==> config.mk <==
export PLATFORM = sky130hd
export DESIGN_NAME = window_loader
export DESIGN_NICKNAME = d
export VERILOG_FILES = /design/src/rtl/window_loader_pkg.sv /design/src/rtl/window_loader_addr_gen.sv /design/src/rtl/window_loader.sv
export SDC_FILE = /design/constraint.sdc
export NUM_CORES = 1
export LEC_CHECK = 0
export CAP_MARGIN = 20
export CORE_ASPECT_RATIO = 0.75
export CORE_MARGIN = 5
export CORE_UTILIZATION = 58
export CTS_CLUSTER_DIAMETER = 120
export DETAILED_ROUTE_END_ITERATION = 6
export PLACE_DENSITY = 0.92
export SYNTH_ARGS = -nofsm -noshare
export SYNTH_HDL_FRONTEND = slang
export SYNTH_HIERARCHICAL = 1
export SYNTH_SLANG_ARGS = --single-unit
==> constraint.sdc <==
create_clock -name clk -period 15.4 [get_ports clk]
set_input_delay 3.08 -clock clk [delete_from_list [all_inputs] [get_ports clk]]
set_output_delay 3.08 -clock clk [all_outputs]
set_load 0.05 [all_outputs]
==> src/rtl/window_loader_pkg.sv <==
// Shared definitions for the window loader: scan FSM states and memory packing.
package window_loader_pkg;

  localparam int PIX_PER_WORD = 2;
  localparam int CACHE_WORDS  = 6;

  typedef enum logic [2:0] {
    ST_IDLE,
    ST_LOAD,
    ST_REFILL,
    ST_SETTLE,
    ST_PRESENT,
    ST_SHIFT,
    ST_DONE
  } state_e;

endpackage

==> src/rtl/window_loader_addr_gen.sv <==
// Word address of a pixel pair: base + row * words_per_row + word.
module win_addr_gen
  import window_loader_pkg::*;
#(
  parameter int IMG_W = 8,
  parameter int AW    = 16
) (
  input  logic [AW-1:0] base,
  input  logic [15:0]   row,
  input  logic [15:0]   word,
  output logic [AW-1:0] addr
);

  localparam int WPR = IMG_W / PIX_PER_WORD;

  assign addr = base + AW'(32'(row) * 32'(WPR)) + AW'(word);

endmodule

==> src/rtl/window_loader.sv <==
// Scans an image in raster order, filling a 3-row colour cache from word memory
// and presenting each 3x3 window with a valid/ready handshake.
module window_loader
  import window_loader_pkg::*;
#(
  parameter int IMG_W = 8,
  parameter int IMG_H = 8,
  parameter int AW    = 16
) (
  input  logic          clk,
  input  logic          rst,
  input  logic          start,
  input  logic [AW-1:0] base,
  output logic          mem_rd,
  output logic [AW-1:0] mem_addr,
  input  logic [15:0]   mem_rdata,
  output logic          cache_we,
  output logic [2:0]    cache_addr,
  output logic [15:0]   cache_di,
  output logic          cache_sh,
  output logic          win_valid,
  input  logic          win_ready,
  output logic [15:0]   win_row,
  output logic [15:0]   win_col,
  output logic          busy,
  output logic          done
);

  localparam logic [15:0] LAST_COL = 16'(IMG_W - 3);
  localparam logic [15:0] LAST_ROW = 16'(IMG_H - 3);

  state_e        state_q, state_d;
  logic [2:0]    cnt_q, cnt_d;
  logic [15:0]   row_q, row_d;
  logic [15:0]   col_q, col_d;
  logic [AW-1:0] base_q, base_d;

  logic [15:0]   ag_row, ag_word;
  logic [AW-1:0] ag_addr;

  win_addr_gen #(.IMG_W(IMG_W), .AW(AW)) u_addr_gen (
    .base (base_q),
    .row  (ag_row),
    .word (ag_word),
    .addr (ag_addr)
  );

  always_ff @(posedge clk or posedge rst) begin
    if (rst) begin
      state_q <= ST_IDLE;
      cnt_q   <= '0;
      row_q   <= '0;
      col_q   <= '0;
      base_q  <= '0;
    end else begin
      state_q <= state_d;
      cnt_q   <= cnt_d;
      row_q   <= row_d;
      col_q   <= col_d;
      base_q  <= base_d;
    end
  end

  always_comb begin
    state_d    = state_q;
    cnt_d      = cnt_q;
    row_d      = row_q;
    col_d      = col_q;
    base_d     = base_q;
    mem_rd     = 1'b0;
    cache_we   = 1'b0;
    cache_addr = '0;
    cache_sh   = 1'b0;
    win_valid  = 1'b0;
    done       = 1'b0;
    busy       = (state_q != ST_IDLE);
    ag_row     = row_q;
    ag_word    = '0;

    case (state_q)
      ST_IDLE: begin
        if (start) begin
          base_d  = base;
          row_d   = '0;
          col_d   = '0;
          cnt_d   = '0;
          state_d = ST_LOAD;
        end
      end
      // cnt 0..5 issues reads; each read lands in the cache one cycle later (cnt 1..6)
      ST_LOAD: begin
        ag_row  = row_q + 16'(cnt_q[2:1]);
        ag_word = 16'(cnt_q[0]);
        mem_rd  = (cnt_q < 3'd6);
        if (cnt_q != 3'd0) begin
          cache_we   = 1'b1;
          cache_addr = cnt_q - 3'd1;
        end
        if (cnt_q == 3'd6) begin
          cnt_d   = '0;
          state_d = ST_SETTLE;
        end else begin
          cnt_d = cnt_q + 3'd1;
        end
      end
      // Only the right-hand word of each row is stale after two shifts
      ST_REFILL: begin
        ag_row  = row_q + 16'(cnt_q);
        ag_word = (col_q >> 1) + 16'd1;
        mem_rd  = (cnt_q < 3'd3);
        if (cnt_q != 3'd0) begin
          cache_we   = 1'b1;
          cache_addr = (cnt_q << 1) - 3'd1;
        end
        if (cnt_q == 3'd3) begin
          cnt_d   = '0;
          state_d = ST_SETTLE;
        end else begin
          cnt_d = cnt_q + 3'd1;
        end
      end
      ST_SETTLE: begin
        if (cnt_q == 3'd1) begin
          cnt_d   = '0;
          state_d = ST_PRESENT;
        end else begin
          cnt_d = cnt_q + 3'd1;
        end
      end
      ST_PRESENT: begin
        win_valid = 1'b1;
        if (win_ready) begin
          if (col_q != LAST_COL) begin
            state_d = ST_SHIFT;
          end else if (row_q != LAST_ROW) begin
            row_d   = row_q + 16'd1;
            col_d   = '0;
            cnt_d   = '0;
            state_d = ST_LOAD;
          end else begin
            state_d = ST_DONE;
          end
        end
      end
      ST_SHIFT: begin
        cache_sh = 1'b1;
        col_d    = col_q + 16'd1;
        cnt_d    = '0;
        state_d  = col_q[0] ? ST_REFILL : ST_SETTLE;
      end
      ST_DONE: begin
        done    = 1'b1;
        state_d = ST_IDLE;
      end
      default: state_d = ST_IDLE;
    endcase
  end

  assign mem_addr = mem_rd    ? ag_addr   : '0;
  assign cache_di = cache_we  ? mem_rdata : '0;
  assign win_row  = win_valid ? row_q     : '0;
  assign win_col  = win_valid ? col_q     : '0;

endmodule
==> impl_metrics.toml <==
[outcome]
status = "finished, violations left"
violations = "DRC"

[power]
p_leak_nw = 2.79
ir_drop_uv = 105
power_mw = 1.02
clkPwrFrac_pct = 11.6
intPower_mw = 0.469
p_comb_share_pct = 66.4
p_per_area_nw_per_um2 = 153
swShare_pct = 54.0
p_switching_mw = 0.551
p_seq_share_pct = 22.1

[cts]
ctsRootBufferMaster = "clkbuf_16"
cts_max_level = 2
clk_pin_slew_ns = 0.07
clk_latency_ns = 0.30
cts.path.max_buffers = 2
cts_tree = "done"
cts_repair_resize_count = 0
cts_hold_buffers = 0
numCtsBuffers = 5
post-cts-setup-buffers = 0
cts_sinks = 54

[flow_run]
drv_cap = 0

[die]
rows = 30
die_h_um = 94.2
io_pins = 109
core_um2 = 9160
die_area_um2 = 11500
start_util_pct = 59.9
die_w_um = 122

[routing]
dr.pass1.iters = 7
drc_errors = 1
drtIter0Drc = 646
routed_wl_um = 17100
final_antenna_net_count = 0
vias = 5559
via_per_inst = 6.40
wl_per_cell_um = 19.7

[setup_path]
critPathLaunchType = "flip-flop"
ff2ff_path_depth = 7
crit_type = "reg -> out"
cp_max_fo = 20
regToRegStartpoint = "row_q[1]$_DFFE_PP0P_"
crit_chain = "nand2b_1, nor2_1, o21ai_0, ha_1, a21o_1, a21oi_1, nor3_1, nand2_1, xnor2_1, fa_1, ha_1, nand2_1, o21ai_0, nor3_1, a21o_1, a311oi_1, and2_1, clkdlybuf4s50_1"
cp.required_ns = 12.32
slowest_stage = "clkdlybuf4s50_1"
critPathMaxStageDelay_ns = 0.80
end_kind = "output port"
cp.arrival_ns = 6.26
reg2reg_slack_ns = 12.71
timing.rr.end = "col_q[4]$_DFFE_PP0P_"

[synth]
syn_inst = 666
syn-cell-area_um2 = 5490
synth_warnings = 6
synth_nets = 749
avgSynthCellArea_um2 = 8.24

[global_routing]
gr-usage-met3_pct = 5.72
grt_util_met1_pct = 40.3
grt_pass1_wl_um = 27800
grt_pass1_vias = 5395
grt-busiest-layer = "met2"
grt_overflow = 0
antenna_found_initial = 0
grt_max_degree = 55
grt_use_met2_pct = 49.4
grt_use_total_pct = 30.1

[finish]
drive_gt1_share_pct = 6.21
diodes = 0
fin_nets = 823
area_growth_pct = 21.8

[sta]
finalCriticalPeriod_ns = 9.34
finClkSkew_ns = 0.00590
rsz0062_at_grt = "false"
fin_crit_sh_pct = 60.6
fmax_mhz = 107
finalMaxSlewViolations = 0
fin_tns_setup_ns = 0
finalHoldViolations = 0
relSlewSlack_pct = 32.5
setup_viol = 0
worst_pin_slew_ns = 1.01

[hold_path]
hp-class = "reg -> reg"
hold_start = "base_q[2]$_DFFE_PP0P_"
min_path_cells = 2
whs_endpoint = "base_q[2]$_DFFE_PP0P_"

[placement]
place_congestion = 0.947
portBuffers = 108
dp_hpwl_um = 12800
[final cells by class]
type                       instances  area, um^2
timing repair buffer             113        1140
multi-input combinational        540        3780
clock buffer                       7         143
tap                              128         160
fill                             721        2480
clock inverter                     1        5.00
sequential                        54        1350
inverter                          26        97.6
[power by group through the flow]
stage	Sequential (mW)	Clock, mW	Combinational, mW
after floorplan	0.202	0	0.498
after global placement	0.225	0	0.643
after detailed placement	0.227	0	0.668
after CTS	0.224	0.119	0.670
after global routing	0.230	0.127	0.725
final	0.225	0.118	0.677
[placed cells by master (no fill, tap or decap), types with 8 or more instances in the layout]
cell type and count:
nor2_1 49, dfrtp_1 54, o21ai_0 31, xnor2_1 25
ha_1 32, and3_1 34, nand3_1 24, inv_1 25
or4_1 8, nand2_1 83, clkdlybuf4s50_1 108, fa_1 15
nor3_1 12, o31ai_1 13, a21oi_1 38, or3_1 13
nand4_1 10, nor4_2 12, and2_1 35
[through the flow]
step	instance area, um^2	worst slack, ns	hold WS [ns]	util [%]	std cells
global route	6680	5.60	0.518	72.9	869
detailed placement	6500	6.56	0.470	71.0	860
global placement	6500	6.82	0.458	71.0	860
finish	6680	6.06	0.490	72.9	869
CTS	6650	6.22	0.488	72.6	868
floorplan	5490	7.73	0.446	-	666
[worst max path at each step]
stage	from	to	slack [ns]	cells past startpoint
after floorplan	state_q[2]$_DFFE_PP0P_	mem_addr[15]	7.73	19
after detailed placement	state_q[1]$_DFFE_PP0P_	mem_addr[14]	6.56	18
after global routing	state_q[1]$_DFFE_PP0P_	mem_addr[14]	5.60	18
final	state_q[1]$_DFFE_PP0P_	mem_addr[14]	6.06	18
after CTS	state_q[1]$_DFFE_PP0P_	mem_addr[14]	6.22	18
after global placement	state_q[1]$_DFFE_PP0P_	mem_addr[15]	6.82	19
[flip-flops by register name, indices dropped and copies added, names as in the netlist]
register	count
row_q	16
base_q	16
state_q	3
col_q	16
cnt_q	3
[worst max-delay path: cells and delay by family, from the launching register on]
family / cells / cell delay [ns]
xor gates and xnor gates: 1 / 0.24
adders and majority gates: 3 / 1.26
DFF: 1 / 0.72
buffers and inverters: 1 / 0.80
AOI/OAI and AO/OA: 6 / 1.21
and+or+nand+nor: 7 / 1.73
[per-layer routing]
metal / wire length, um / part of all wire (%) / vias to the layer above
met5: 0 / 0 / -
met3: 1690 / 9.9 / 61
li1: - / - / 2517
met4: 456 / 2.7 / 0
met2: 8160 / 48 / 337
met1: 6800 / 40 / 2644
Power figures use the tool's default switching activity.
